--- src/rtl/mext_pkg.sv ---
`default_nettype none
// ============================================================================
// Module      : mext_pkg
// Description : Shared M-extension constants and the issue-controller state
//               encoding.
// Revision    : 1.0 - initial release
// ============================================================================
package mext_pkg;

    localparam logic [2:0] F3_MUL    = 3'b000;
    localparam logic [2:0] F3_MULH   = 3'b001;
    localparam logic [2:0] F3_MULHSU = 3'b010;
    localparam logic [2:0] F3_MULHU  = 3'b011;

    typedef enum logic [1:0] {
        ST_IDLE = 2'd0,
        ST_BUSY = 2'd1,
        ST_GAP  = 2'd2
    } mul_state_e;

    // Only the four multiply encodings have funct3[2] clear.
    function automatic logic f3_is_mul(input logic [2:0] f3);
        return ~f3[2];
    endfunction

endpackage
`default_nettype wire

--- src/rtl/mul_issue_ctrl_if.sv ---
`default_nettype none
// ============================================================================
// Module      : mul_issue_ctrl_if
// Description : Execute-stage request, multiplier handshake and writeback
//               bundle for the multiply issue controller.
// Revision    : 1.0 - initial release
// ============================================================================
interface mul_issue_ctrl_if #(
    parameter int XLEN = 32
);
    logic            in_valid;
    logic            in_ready;
    logic [2:0]      in_funct3;
    logic [XLEN-1:0] in_rs1;
    logic [XLEN-1:0] in_rs2;
    logic [4:0]      in_rd;
    logic            flush;
    logic            mul_start;
    logic [2:0]      mul_op;
    logic [XLEN-1:0] mul_op1;
    logic [XLEN-1:0] mul_op2;
    logic [XLEN-1:0] mul_result;
    logic            mul_done;
    logic            wb_valid;
    logic [4:0]      wb_rd;
    logic [XLEN-1:0] wb_data;
    logic            busy;
    logic            err_timeout;
    logic            err_illegal;

    modport master (
        output in_valid, in_funct3, in_rs1, in_rs2, in_rd, flush,
               mul_result, mul_done,
        input  in_ready, mul_start, mul_op, mul_op1, mul_op2,
               wb_valid, wb_rd, wb_data, busy, err_timeout, err_illegal
    );

    modport slave (
        input  in_valid, in_funct3, in_rs1, in_rs2, in_rd, flush,
               mul_result, mul_done,
        output in_ready, mul_start, mul_op, mul_op1, mul_op2,
               wb_valid, wb_rd, wb_data, busy, err_timeout, err_illegal
    );
endinterface
`default_nettype wire

--- src/rtl/mul_result_cache.sv ---
`default_nettype none
// ============================================================================
// Module      : mul_result_cache
// Description : Single-entry cache of the last completed multiply, keyed on
//               funct3 and both operands.
// Revision    : 1.0 - initial release
// ============================================================================
module mul_result_cache #(
    parameter int XLEN = 32
) (
    input  wire logic            clk,
    input  wire logic            clr,
    input  wire logic [2:0]      key_funct3,
    input  wire logic [XLEN-1:0] key_rs1,
    input  wire logic [XLEN-1:0] key_rs2,
    input  wire logic            upd,
    input  wire logic [2:0]      upd_funct3,
    input  wire logic [XLEN-1:0] upd_rs1,
    input  wire logic [XLEN-1:0] upd_rs2,
    input  wire logic [XLEN-1:0] upd_data,
    output logic                 hit,
    output logic [XLEN-1:0]      data
);
    logic            r_valid;
    logic [2:0]      r_funct3;
    logic [XLEN-1:0] r_rs1;
    logic [XLEN-1:0] r_rs2;
    logic [XLEN-1:0] r_data;

    always_ff @(posedge clk) begin
        if (clr) begin
            r_valid  <= 1'b0;
            r_funct3 <= '0;
            r_rs1    <= '0;
            r_rs2    <= '0;
            r_data   <= '0;
        end else if (upd) begin
            r_valid  <= 1'b1;
            r_funct3 <= upd_funct3;
            r_rs1    <= upd_rs1;
            r_rs2    <= upd_rs2;
            r_data   <= upd_data;
        end
    end

    assign hit  = r_valid && (r_funct3 == key_funct3) &&
                  (r_rs1 == key_rs1) && (r_rs2 == key_rs2);
    assign data = r_data;

endmodule
`default_nettype wire

--- src/rtl/mul_issue_ctrl.sv ---
`default_nettype none
// ============================================================================
// Module      : mul_issue_ctrl
// Description : Issue/writeback controller in front of the multi-cycle
//               multiplier, with a single-entry result cache.
// Revision    : 1.0 - initial release
// ============================================================================
module mul_issue_ctrl
    import mext_pkg::*;
#(
    parameter int XLEN    = 32,
    parameter int TIMEOUT = 15
) (
    input  wire logic      clk,
    input  wire logic      rst_n,
    mul_issue_ctrl_if.slave bus
);
    localparam int             c_CW       = $clog2(TIMEOUT + 1);
    localparam logic [c_CW-1:0] c_TMO_LAST = c_CW'(TIMEOUT - 1);

    mul_state_e      r_state;
    mul_state_e      w_state_nxt;
    logic [c_CW-1:0] r_cnt;
    logic [2:0]      r_funct3;
    logic [XLEN-1:0] r_rs1;
    logic [XLEN-1:0] r_rs2;
    logic [4:0]      r_rd;
    logic            r_mul_start;
    logic            r_wb_valid;
    logic [4:0]      r_wb_rd;
    logic [XLEN-1:0] r_wb_data;
    logic            r_err_timeout;
    logic            r_err_illegal;

    logic            w_accept;
    logic            w_hit;
    logic [XLEN-1:0] w_cache_data;
    logic            w_illegal;
    logic            w_hit_wb;
    logic            w_miss;
    logic            w_done_ok;
    logic            w_tmo_fire;

    assign bus.in_ready = (r_state == ST_IDLE) & ~bus.flush;
    assign bus.busy     = (r_state != ST_IDLE);
    assign w_accept     = bus.in_valid & bus.in_ready;

    mul_result_cache #(.XLEN(XLEN)) u_cache (
        .clk        (clk),
        .clr        (~rst_n),
        .key_funct3 (bus.in_funct3),
        .key_rs1    (bus.in_rs1),
        .key_rs2    (bus.in_rs2),
        .upd        (w_done_ok),
        .upd_funct3 (r_funct3),
        .upd_rs1    (r_rs1),
        .upd_rs2    (r_rs2),
        .upd_data   (bus.mul_result),
        .hit        (w_hit),
        .data       (w_cache_data)
    );

    always_comb begin
        w_state_nxt = r_state;
        w_illegal   = 1'b0;
        w_hit_wb    = 1'b0;
        w_miss      = 1'b0;
        w_done_ok   = 1'b0;
        w_tmo_fire  = 1'b0;
        case (r_state)
            ST_IDLE: begin
                if (w_accept) begin
                    if (!f3_is_mul(bus.in_funct3)) begin
                        w_illegal = 1'b1;
                    end else if (w_hit) begin
                        w_hit_wb = 1'b1;
                    end else begin
                        w_miss      = 1'b1;
                        w_state_nxt = ST_BUSY;
                    end
                end
            end
            ST_BUSY: begin
                // Flush beats a same-cycle done; done beats the timeout.
                if (bus.flush) begin
                    w_state_nxt = ST_GAP;
                end else if (bus.mul_done) begin
                    w_done_ok   = 1'b1;
                    w_state_nxt = ST_GAP;
                end else if (r_cnt == c_TMO_LAST) begin
                    w_tmo_fire  = 1'b1;
                    w_state_nxt = ST_GAP;
                end
            end
            ST_GAP:  w_state_nxt = ST_IDLE;
            default: w_state_nxt = ST_IDLE;
        endcase
    end

    always_ff @(posedge clk) begin
        if (!rst_n) begin
            r_state       <= ST_IDLE;
            r_cnt         <= '0;
            r_funct3      <= '0;
            r_rs1         <= '0;
            r_rs2         <= '0;
            r_rd          <= '0;
            r_mul_start   <= 1'b0;
            r_wb_valid    <= 1'b0;
            r_wb_rd       <= '0;
            r_wb_data     <= '0;
            r_err_timeout <= 1'b0;
            r_err_illegal <= 1'b0;
        end else begin
            r_state       <= w_state_nxt;
            r_mul_start   <= (w_state_nxt == ST_BUSY);
            r_wb_valid    <= w_hit_wb | w_done_ok;
            r_err_timeout <= w_tmo_fire;
            r_err_illegal <= w_illegal;
            if (w_hit_wb) begin
                r_wb_rd   <= bus.in_rd;
                r_wb_data <= w_cache_data;
            end else if (w_done_ok) begin
                r_wb_rd   <= r_rd;
                r_wb_data <= bus.mul_result;
            end
            if (w_miss) begin
                r_funct3 <= bus.in_funct3;
                r_rs1    <= bus.in_rs1;
                r_rs2    <= bus.in_rs2;
                r_rd     <= bus.in_rd;
                r_cnt    <= '0;
            end else if (r_state == ST_BUSY) begin
                r_cnt <= r_cnt + c_CW'(1);
            end
        end
    end

    assign bus.mul_start   = r_mul_start;
    assign bus.mul_op      = r_funct3;
    assign bus.mul_op1     = r_rs1;
    assign bus.mul_op2     = r_rs2;
    assign bus.wb_valid    = r_wb_valid;
    assign bus.wb_rd       = r_wb_rd;
    assign bus.wb_data     = r_wb_data;
    assign bus.err_timeout = r_err_timeout;
    assign bus.err_illegal = r_err_illegal;

endmodule
`default_nettype wire

--- src/flat_wrapper.sv ---
// flat-port wrapper written by rule: the top's interface ports become plain ports
module mul_issue_ctrl_flat import mext_pkg::*;
#(
    parameter int XLEN    = 32,
    parameter int TIMEOUT = 15
)
  (clk, rst_n, bus_in_valid, bus_in_funct3, bus_in_rs1, bus_in_rs2, bus_in_rd, bus_flush, bus_mul_result, bus_mul_done, bus_in_ready, bus_mul_start, bus_mul_op, bus_mul_op1, bus_mul_op2, bus_wb_valid, bus_wb_rd, bus_wb_data, bus_busy, bus_err_timeout, bus_err_illegal);
  mul_issue_ctrl_if #(.XLEN(XLEN)) bus_i ();
  input  wire logic clk;
  input  wire logic rst_n;
  input wire logic [$bits(bus_i.in_valid)-1:0] bus_in_valid;
  input wire logic [$bits(bus_i.in_funct3)-1:0] bus_in_funct3;
  input wire logic [$bits(bus_i.in_rs1)-1:0] bus_in_rs1;
  input wire logic [$bits(bus_i.in_rs2)-1:0] bus_in_rs2;
  input wire logic [$bits(bus_i.in_rd)-1:0] bus_in_rd;
  input wire logic [$bits(bus_i.flush)-1:0] bus_flush;
  input wire logic [$bits(bus_i.mul_result)-1:0] bus_mul_result;
  input wire logic [$bits(bus_i.mul_done)-1:0] bus_mul_done;
  output wire logic [$bits(bus_i.in_ready)-1:0] bus_in_ready;
  output wire logic [$bits(bus_i.mul_start)-1:0] bus_mul_start;
  output wire logic [$bits(bus_i.mul_op)-1:0] bus_mul_op;
  output wire logic [$bits(bus_i.mul_op1)-1:0] bus_mul_op1;
  output wire logic [$bits(bus_i.mul_op2)-1:0] bus_mul_op2;
  output wire logic [$bits(bus_i.wb_valid)-1:0] bus_wb_valid;
  output wire logic [$bits(bus_i.wb_rd)-1:0] bus_wb_rd;
  output wire logic [$bits(bus_i.wb_data)-1:0] bus_wb_data;
  output wire logic [$bits(bus_i.busy)-1:0] bus_busy;
  output wire logic [$bits(bus_i.err_timeout)-1:0] bus_err_timeout;
  output wire logic [$bits(bus_i.err_illegal)-1:0] bus_err_illegal;
  assign bus_i.in_valid = bus_in_valid;
  assign bus_i.in_funct3 = bus_in_funct3;
  assign bus_i.in_rs1 = bus_in_rs1;
  assign bus_i.in_rs2 = bus_in_rs2;
  assign bus_i.in_rd = bus_in_rd;
  assign bus_i.flush = bus_flush;
  assign bus_i.mul_result = bus_mul_result;
  assign bus_i.mul_done = bus_mul_done;
  assign bus_in_ready = bus_i.in_ready;
  assign bus_mul_start = bus_i.mul_start;
  assign bus_mul_op = bus_i.mul_op;
  assign bus_mul_op1 = bus_i.mul_op1;
  assign bus_mul_op2 = bus_i.mul_op2;
  assign bus_wb_valid = bus_i.wb_valid;
  assign bus_wb_rd = bus_i.wb_rd;
  assign bus_wb_data = bus_i.wb_data;
  assign bus_busy = bus_i.busy;
  assign bus_err_timeout = bus_i.err_timeout;
  assign bus_err_illegal = bus_i.err_illegal;
  mul_issue_ctrl #(.XLEN(XLEN), .TIMEOUT(TIMEOUT)) u_core (.clk(clk), .rst_n(rst_n), .bus(bus_i));
endmodule
--- config.mk ---
export PLATFORM = sky130hd
export DESIGN_NAME = mul_issue_ctrl_flat
export DESIGN_NICKNAME = d
export VERILOG_FILES = /design/src/rtl/mext_pkg.sv /design/src/rtl/mul_issue_ctrl_if.sv /design/src/rtl/mul_result_cache.sv /design/src/rtl/mul_issue_ctrl.sv /design/src/flat_wrapper.sv
export SDC_FILE = /design/constraint.sdc
export NUM_CORES = 1
export LEC_CHECK = 0
export CORE_MARGIN = 4
export CORE_UTILIZATION = 45
export CTS_BUF_LIST = sky130_fd_sc_hd__clkbuf_16
export DETAILED_ROUTE_END_ITERATION = 10
export HOLD_SLACK_MARGIN = 0.02
export PLACE_DENSITY = 0.77
export SYNTH_ARGS = -nofsm -noshare
export SYNTH_HDL_FRONTEND = slang
export SYNTH_HIERARCHICAL = 1
export SYNTH_SLANG_ARGS = --single-unit
--- constraint.sdc ---
create_clock -name clk -period 2.16 [get_ports clk]
set_clock_uncertainty 0.15 [all_clocks]
set_input_delay 0.432 -clock clk [delete_from_list [all_inputs] [get_ports clk]]
set_output_delay 0.432 -clock clk [all_outputs]
set_load 0.01 [all_outputs]
Yosys cells after proc, flatten, opt, wreduce, memory -nomap -nowiden

Index checks and enable logic that the tools add are counted.

Add/subtract/negate cells: 1
Multiply operators: 0
Div/mod/pow operators: 0
$lt $le $gt $ge: 0
Equal/unequal tests: 6
Shifts and indexed selects: 0
Muxes and demuxes: 24
Bitwise gates (word level): 6
Reductions and logical operators: 9

Operators with widths:

| kind                                                            | count |
|---|---|
| 32-bit == test                                                  | 2 |
| 32-bit 2-to-1 mux                                               | 2 |
| 1-bit 2-to-1 mux                                                | 13 |
| 2-bit 2-to-1 mux                                                | 6 |
| 5-bit 2-to-1 mux                                                | 2 |
| 4-bit by 1-bit adder with 4-bit output, second input constant   | 1 |
| 2-bit by 1-bit == test with 1-bit output, second input constant | 2 |
| 4-bit == test, second input constant                            | 1 |
| 2-bit one-hot mux with 2 select lines                           | 1 |
| 2-bit nonzero test                                              | 2 |
| 4-bit OR reduction                                              | 1 |
| 3-bit == test                                                   | 1 |
| 1-bit logical AND                                               | 3 |
| 1-bit inverter                                                  | 3 |
| 3-bit AND reduction                                             | 1 |
| 1-bit AND                                                       | 2 |
| 2-bit zero test                                                 | 1 |
| 2-bit OR reduction                                              | 1 |
| 1-bit OR                                                        | 1 |

Bits in registers: 219
Latch bits: 0
Memory bits (writable): 0
Bits in read-only memories: 0
Bits of input ports: 109
Output and inout bits: 110
Word-level logic and storage cells: 63
Memories kept: 0

Longest topological paths before layout

Depth in word-level cells: 9
Gate-level depth with buffers: 10
Gate-level depth less buffers: 8

Hierarchy

The synthesis kept the hierarchy.

By module, submodules not included:

| module           | instances | cells each | area each (um^2) | seq. area each (um^2) |
|---|---|---|---|---|
| mul_issue_ctrl   | 1         | 583        | 4752.1           | 2382.3 |
| mul_result_cache | 1         | 431        | 4274.1           | 2001.9 |

Worst setup path before layout

OpenSTA, ideal clock, no wires.

Kind: in2reg
Start point: input bus_in_rs2[26]
End point: register u_core.r_rs1[0] (netlist: u_core/bus.mul_op1[0])
Arrival: 2.064 ns
Setup slack: -0.124 ns
Cell stages on the path: 10
Buffers on the path: 2
Cells stage by stage: xor2_1 nor4_1 nand4_1 nor4_2 and4bb_1 or2_2 clkbuf_1 clkbuf_1 o21ai_0 a21oi_1

Cells in the longest elaborated chain, start to end: 6

RTL lines:

| item                   | RTL line               | RTL |
|---|---|---|
| start: declaration     | flat_wrapper.sv:14     | `input wire logic [$bits(bus_i.in_rs2)-1:0] bus_in_rs2;` |
| 32-bit == test         | mul_result_cache.sv:47 | `(r_rs1 == key_rs1) && (r_rs2 == key_rs2);` |
| 1-bit logical AND      | mul_result_cache.sv:47 |  |
| net u_core.w_hit       | mul_issue_ctrl.sv:36   | `logic w_hit;` |
| 1-bit 2-to-1 mux       | mul_issue_ctrl.sv:75   | `end else if (w_hit) begin` |
| 1-bit 2-to-1 mux       | mul_issue_ctrl.sv:73   | `if (!f3_is_mul(bus.in_funct3)) begin` |
| 1-bit 2-to-1 mux       | mul_issue_ctrl.sv:72   | `if (w_accept) begin` |
| 1-bit 2-to-1 mux       | mul_issue_ctrl.sv:70   | `case (r_state)` |
| end signal: assignment | mul_issue_ctrl.sv:129  | `r_rs1 <= bus.in_rs1;` |
| end: declaration       | mul_issue_ctrl.sv:25   | `logic [XLEN-1:0] r_rs1;` |

The timed path passes the listed nets, and every way through them passes these cells.
A chain may end at the register's enable or synchronous reset.

Worst setup path in the final report

Start point: input bus_in_rs2[12]
End point: register u_core.r_rs1[10] (netlist: u_core/bus.mul_op1[10])

Same word-level chain as after synthesis.

==> run_results.csv <==
group,metric,value,unit
routing,first_pass_iters,5,
synthesis,yosysWarnings,6,
routing,wl_met2,15090,um
setup_path,critPathCaptureType,"flip-flop",
grt,grt_max_degree,57,
synthesis,synth_xor_area_frac,0.04852,
routing,vias,8989,
routing,drc,0,
synthesis,syn-mean-instance-area,8.902,sq um
clock_tree,h-tree-depth,1,
sta,period_share,1.337,
setup_path,rrSetupSlack,-0.63,ns
power_and_ir_drop,p_sw,2.171,mW
synthesis,yosysTopAreaCell,"dfxtp_1",
min_path,worstHoldPathType,"in2reg",
setup_path,max_stage_delay,0.51,ns
sta,setup_viol,116,
power_and_ir_drop,peakVddDrop,501.3,uV
setup_path,critical_path.startpoint,"bus_in_rs2[12]",
clock_tree,ctsRootBufferMaster,"clkbuf_16",
routing,top_layer_used,"met4",
synthesis,synth_simple_gate_area_frac,0.1680,
sta,slew_headroom,0.5197,
floorplan,io_pins,219,
routing,viasPerCell,5.852,
power_and_ir_drop,p_seq_frac,0.458,
grt,grt_usage,0.2565,
sta,period_needed,2.888,ns
placed_design,dp_hpwl,19370,um
sta,fmax,0.3463,GHz
synthesis,yosys.area.top_type_share,0.4857,
placed_design,portBuffers,218,
grt,overflow,0,
synthesis,synth-async-reset-ratio,0,
placed_design,place_inst,1475,
clock_tree,clock_latency,0.51,ns
synthesis,ys_ff_latch,219,
routing,wl_met1,12800,um
synthesis,yosysUniqueCellTypes,38,
clock_tree,clock_sinks,219,
synthesis,synthAdderAreaFrac,0.002772,
setup_path,rr_startpoint,"u_core/u_cache/r_rs2[12]",
power_and_ir_drop,p_leak,4.634,nW
power_and_ir_drop,powerDensity,666.0,nW/um^2
power_and_ir_drop,swShare,0.2396,
clock_tree,cts_buffers,23,
floorplan,initial_core_util,0.4608,
synthesis,ys_seq_area_frac,0.4857,
layout,drive_gt1_frac,0.1852,
floorplan,die_width,149.6,um
clock_tree,clk_pin_slew,0.06,ns
setup_path,criticalPathCategory,"in2reg",
synthesis,synth_ff_type,"dfxtp_1",
layout,fin_nets,1364,
routing,drt_wl_total,31840,um
grt,antenna_found_initial,2,
setup_path,path_cells,"clkdlybuf4s50_1 > xor2_1 > nor4_1 > nand4_1 > nor3_1 > and4bb_1 > buf_6 > or2_4 > buf_12 > buf_16 > o21ai_1 > a21oi_1",
synthesis,mappedNetlistNets,1125,
setup_path,critPathLaunchType,"input port",
sta,drv_slew,0,
layout,fin_cells,1536,
outcome,violations,"negative setup slack",
clock_tree,cts_tree,"yes",
setup_path,crit_required,2.44,ns
run,drv_cap,0,
power_and_ir_drop,p_comb_frac,0.113,
routing,drtIter0Drc,738,
clock_tree,cts_hold_buf,0,
routing,wl_per_cell,20.73,um
layout,area_delta_synth_final,50.69,%
synthesis,synthMuxAreaShare,0.1098,
power_and_ir_drop,internal-power,6.889,mW
synthesis,synth_top_family_by_area,"simple AND/OR/NAND/NOR gates",
synthesis,synth-edff-count,0,
sta,hold_viol,0,
setup_path,cp.arrival,3.16,ns
floorplan,fp-row-count,51,
routing,ant_nets,0,
floorplan,die_area,22390,sq um
placed_design,place_congestion,0.8975,
setup_path,crit_slowest_cell,"nor4_1",
floorplan,die_y,149.6,um
sta,fin_ws,-0.7276,ns
grt,grt_pass1_vias,8499,
outcome,outcome,"finished, violations left",
power_and_ir_drop,clkPwrFrac,0.430,
grt,grt_pass1_wl,46440,um
sta,worstMarginPinSlew,0.7205,ns
floorplan,core-area,19590,sq um
synthesis,netlist_area,9026,sq um
sta,fin_hold_ws,0.09247,ns
clock_tree,cts.path.max_buffers,3,
min_path,hp-start,"bus_in_rs2[30]",
synthesis,netlist_instances,1014,
setup_path,cp_max_fo,8,
synthesis,synth_compound_area_frac,0.1353,
routing,route.met3.wl,2602,um
synthesis,yosys-top-cells-area,"dfxtp_1, mux2i_1, nor2_1, nand3_1, o21ai_0",
sta,grt_setup_unrepaired,"true",
cell type report:
class / count / area (sq um)
Inverter: 23 / 96.34
Sequential cell: 219 / 4388
Fill cell: 1462 / 5988
Tap cell: 265 / 331.6
Clock inverter: 18 / 162.7
Antenna cell: 2 / 5.005
Timing Repair Buffer: 299 / 3228
Multi-Input combinational cell: 687 / 4815
Clock buffer: 23 / 575.6
cells in the mapped netlist (12+ instances only):
master	number
nor2_1	108
xnor2_1	19
nand3_1	74
nor3_1	40
buf_2	12
mux2i_1	99
xor2_1	31
dfxtp_1	219
o21ai_0	74
a21oi_1	73
a311oi_1	38
clkbuf_1	64
nand2_1	75
inv_1	23
through the flow:
stage | utilization | setup TNS (ns) | setup WS, ns | total power [mW] | instance area (sq um)
2_1_floorplan | - | -2.175 | -0.09770 | 4.538 | 9044
3_3_place_gp | 0.6057 | -109.95 | -0.8741 | 5.070 | 11870
3_5_place_dp | 0.6057 | -113.39 | -0.9873 | 5.078 | 11870
4_1_cts | 0.6657 | -37.33 | -0.4205 | 8.972 | 13040
5_1_grt | 0.6943 | -72.98 | -0.7190 | 9.324 | 13600
6_report | 0.6943 | -73.41 | -0.7276 | 9.059 | 13600
routing by layer:
layer	global-route usage	up-vias
met3	0.04482	92
met5	0	-
met2	0.4109	482
met4	0.1011	0
met1	0.3458	4370
li1	-	4045
sequential cells by signal, summed over array words and instances (netlist names):
register,flops
u_core/bus.mul_op1,32
u_core/bus.wb_data,32
u_core/u_cache/r_valid,1
u_core/bus.err_illegal,1
u_core/bus.mul_start,1
u_core/u_cache/data,32
u_core/bus.mul_op,3
u_core/bus.wb_rd,5
u_core/u_cache/r_rs1,32
u_core/u_cache/r_funct3,3
u_core/u_cache/r_rs2,32
u_core/r_cnt,4
u_core/bus.err_timeout,1
u_core/r_state,2
u_core/bus.wb_valid,1
u_core/r_rd,5
u_core/bus.mul_op2,32
cells by family (layout without fill, tap and decap cells):
group                    after synthesis  in the layout
buffers and inverters                108            363
AO/OA/AOI/OAI                        205            205
flip-flops                           219            219
AND/OR/NAND/NOR                      331            331
XOR/XNOR                              50             50
other                                  0              2
multiplexers                          99             99
adder cells (fa/ha/maj)                2              2
power by group through the flow:
stage               Combinational [mW]  Sequential (mW)  Clock [mW]
CTS                              0.913             4.14        3.92
finish                            1.02             4.14        3.89
detailed placement               0.848             4.23           0
floorplan                        0.296             4.24           0
global placement                 0.842             4.23           0
global route                      1.07             4.15        4.11
critical path, delay by kind of cell:
kind                      cells  cell delay [ns]
buffers and inverters         4             0.88
AOI/OAI and AO/OA             2             0.28
xor gates and xnor gates      1             0.20
and+or+nand+nor               5             1.36
placed cells by master (no fill, tap or decap), types with 9 or more instances in the layout:
| cell | n |
|---|---|
| nor3_1 | 37 |
| dfxtp_1 | 216 |
| buf_12 | 18 |
| inv_1 | 25 |
| a21oi_1 | 56 |
| nand2_1 | 75 |
| xor2_1 | 24 |
| nand3_1 | 44 |
| buf_4 | 47 |
| nand3_2 | 27 |
| a311oi_1 | 9 |
| nor2_1 | 107 |
| clkbuf_16 | 27 |
| a311oi_2 | 28 |
| o21ai_1 | 28 |
| o21ai_0 | 37 |
| a21oi_2 | 17 |
| clkdlybuf4s50_1 | 206 |
| xnor2_1 | 19 |
| mux2i_1 | 99 |
repair_timing:
action	in CTS	in global routing
pin swaps	15	48
resized for setup	55	124
cloned	6	5
buffers inserted	6	2
setup endpoints to repair	118	117
hold endpoints to repair	0	0
final timing paths:
| path | end | cells past startpoint |
|---|---|---|
| worst max-delay path | u_core/bus.mul_op1[10] | 12 |
| worst min-delay path | u_core/bus.mul_op2[30] | 3 |
| worst max register to register | u_core/bus.mul_op1[10] | 11 |
| worst min register to register | u_core/r_rd[2] | 2 |
Power figures use the tool's default switching activity.
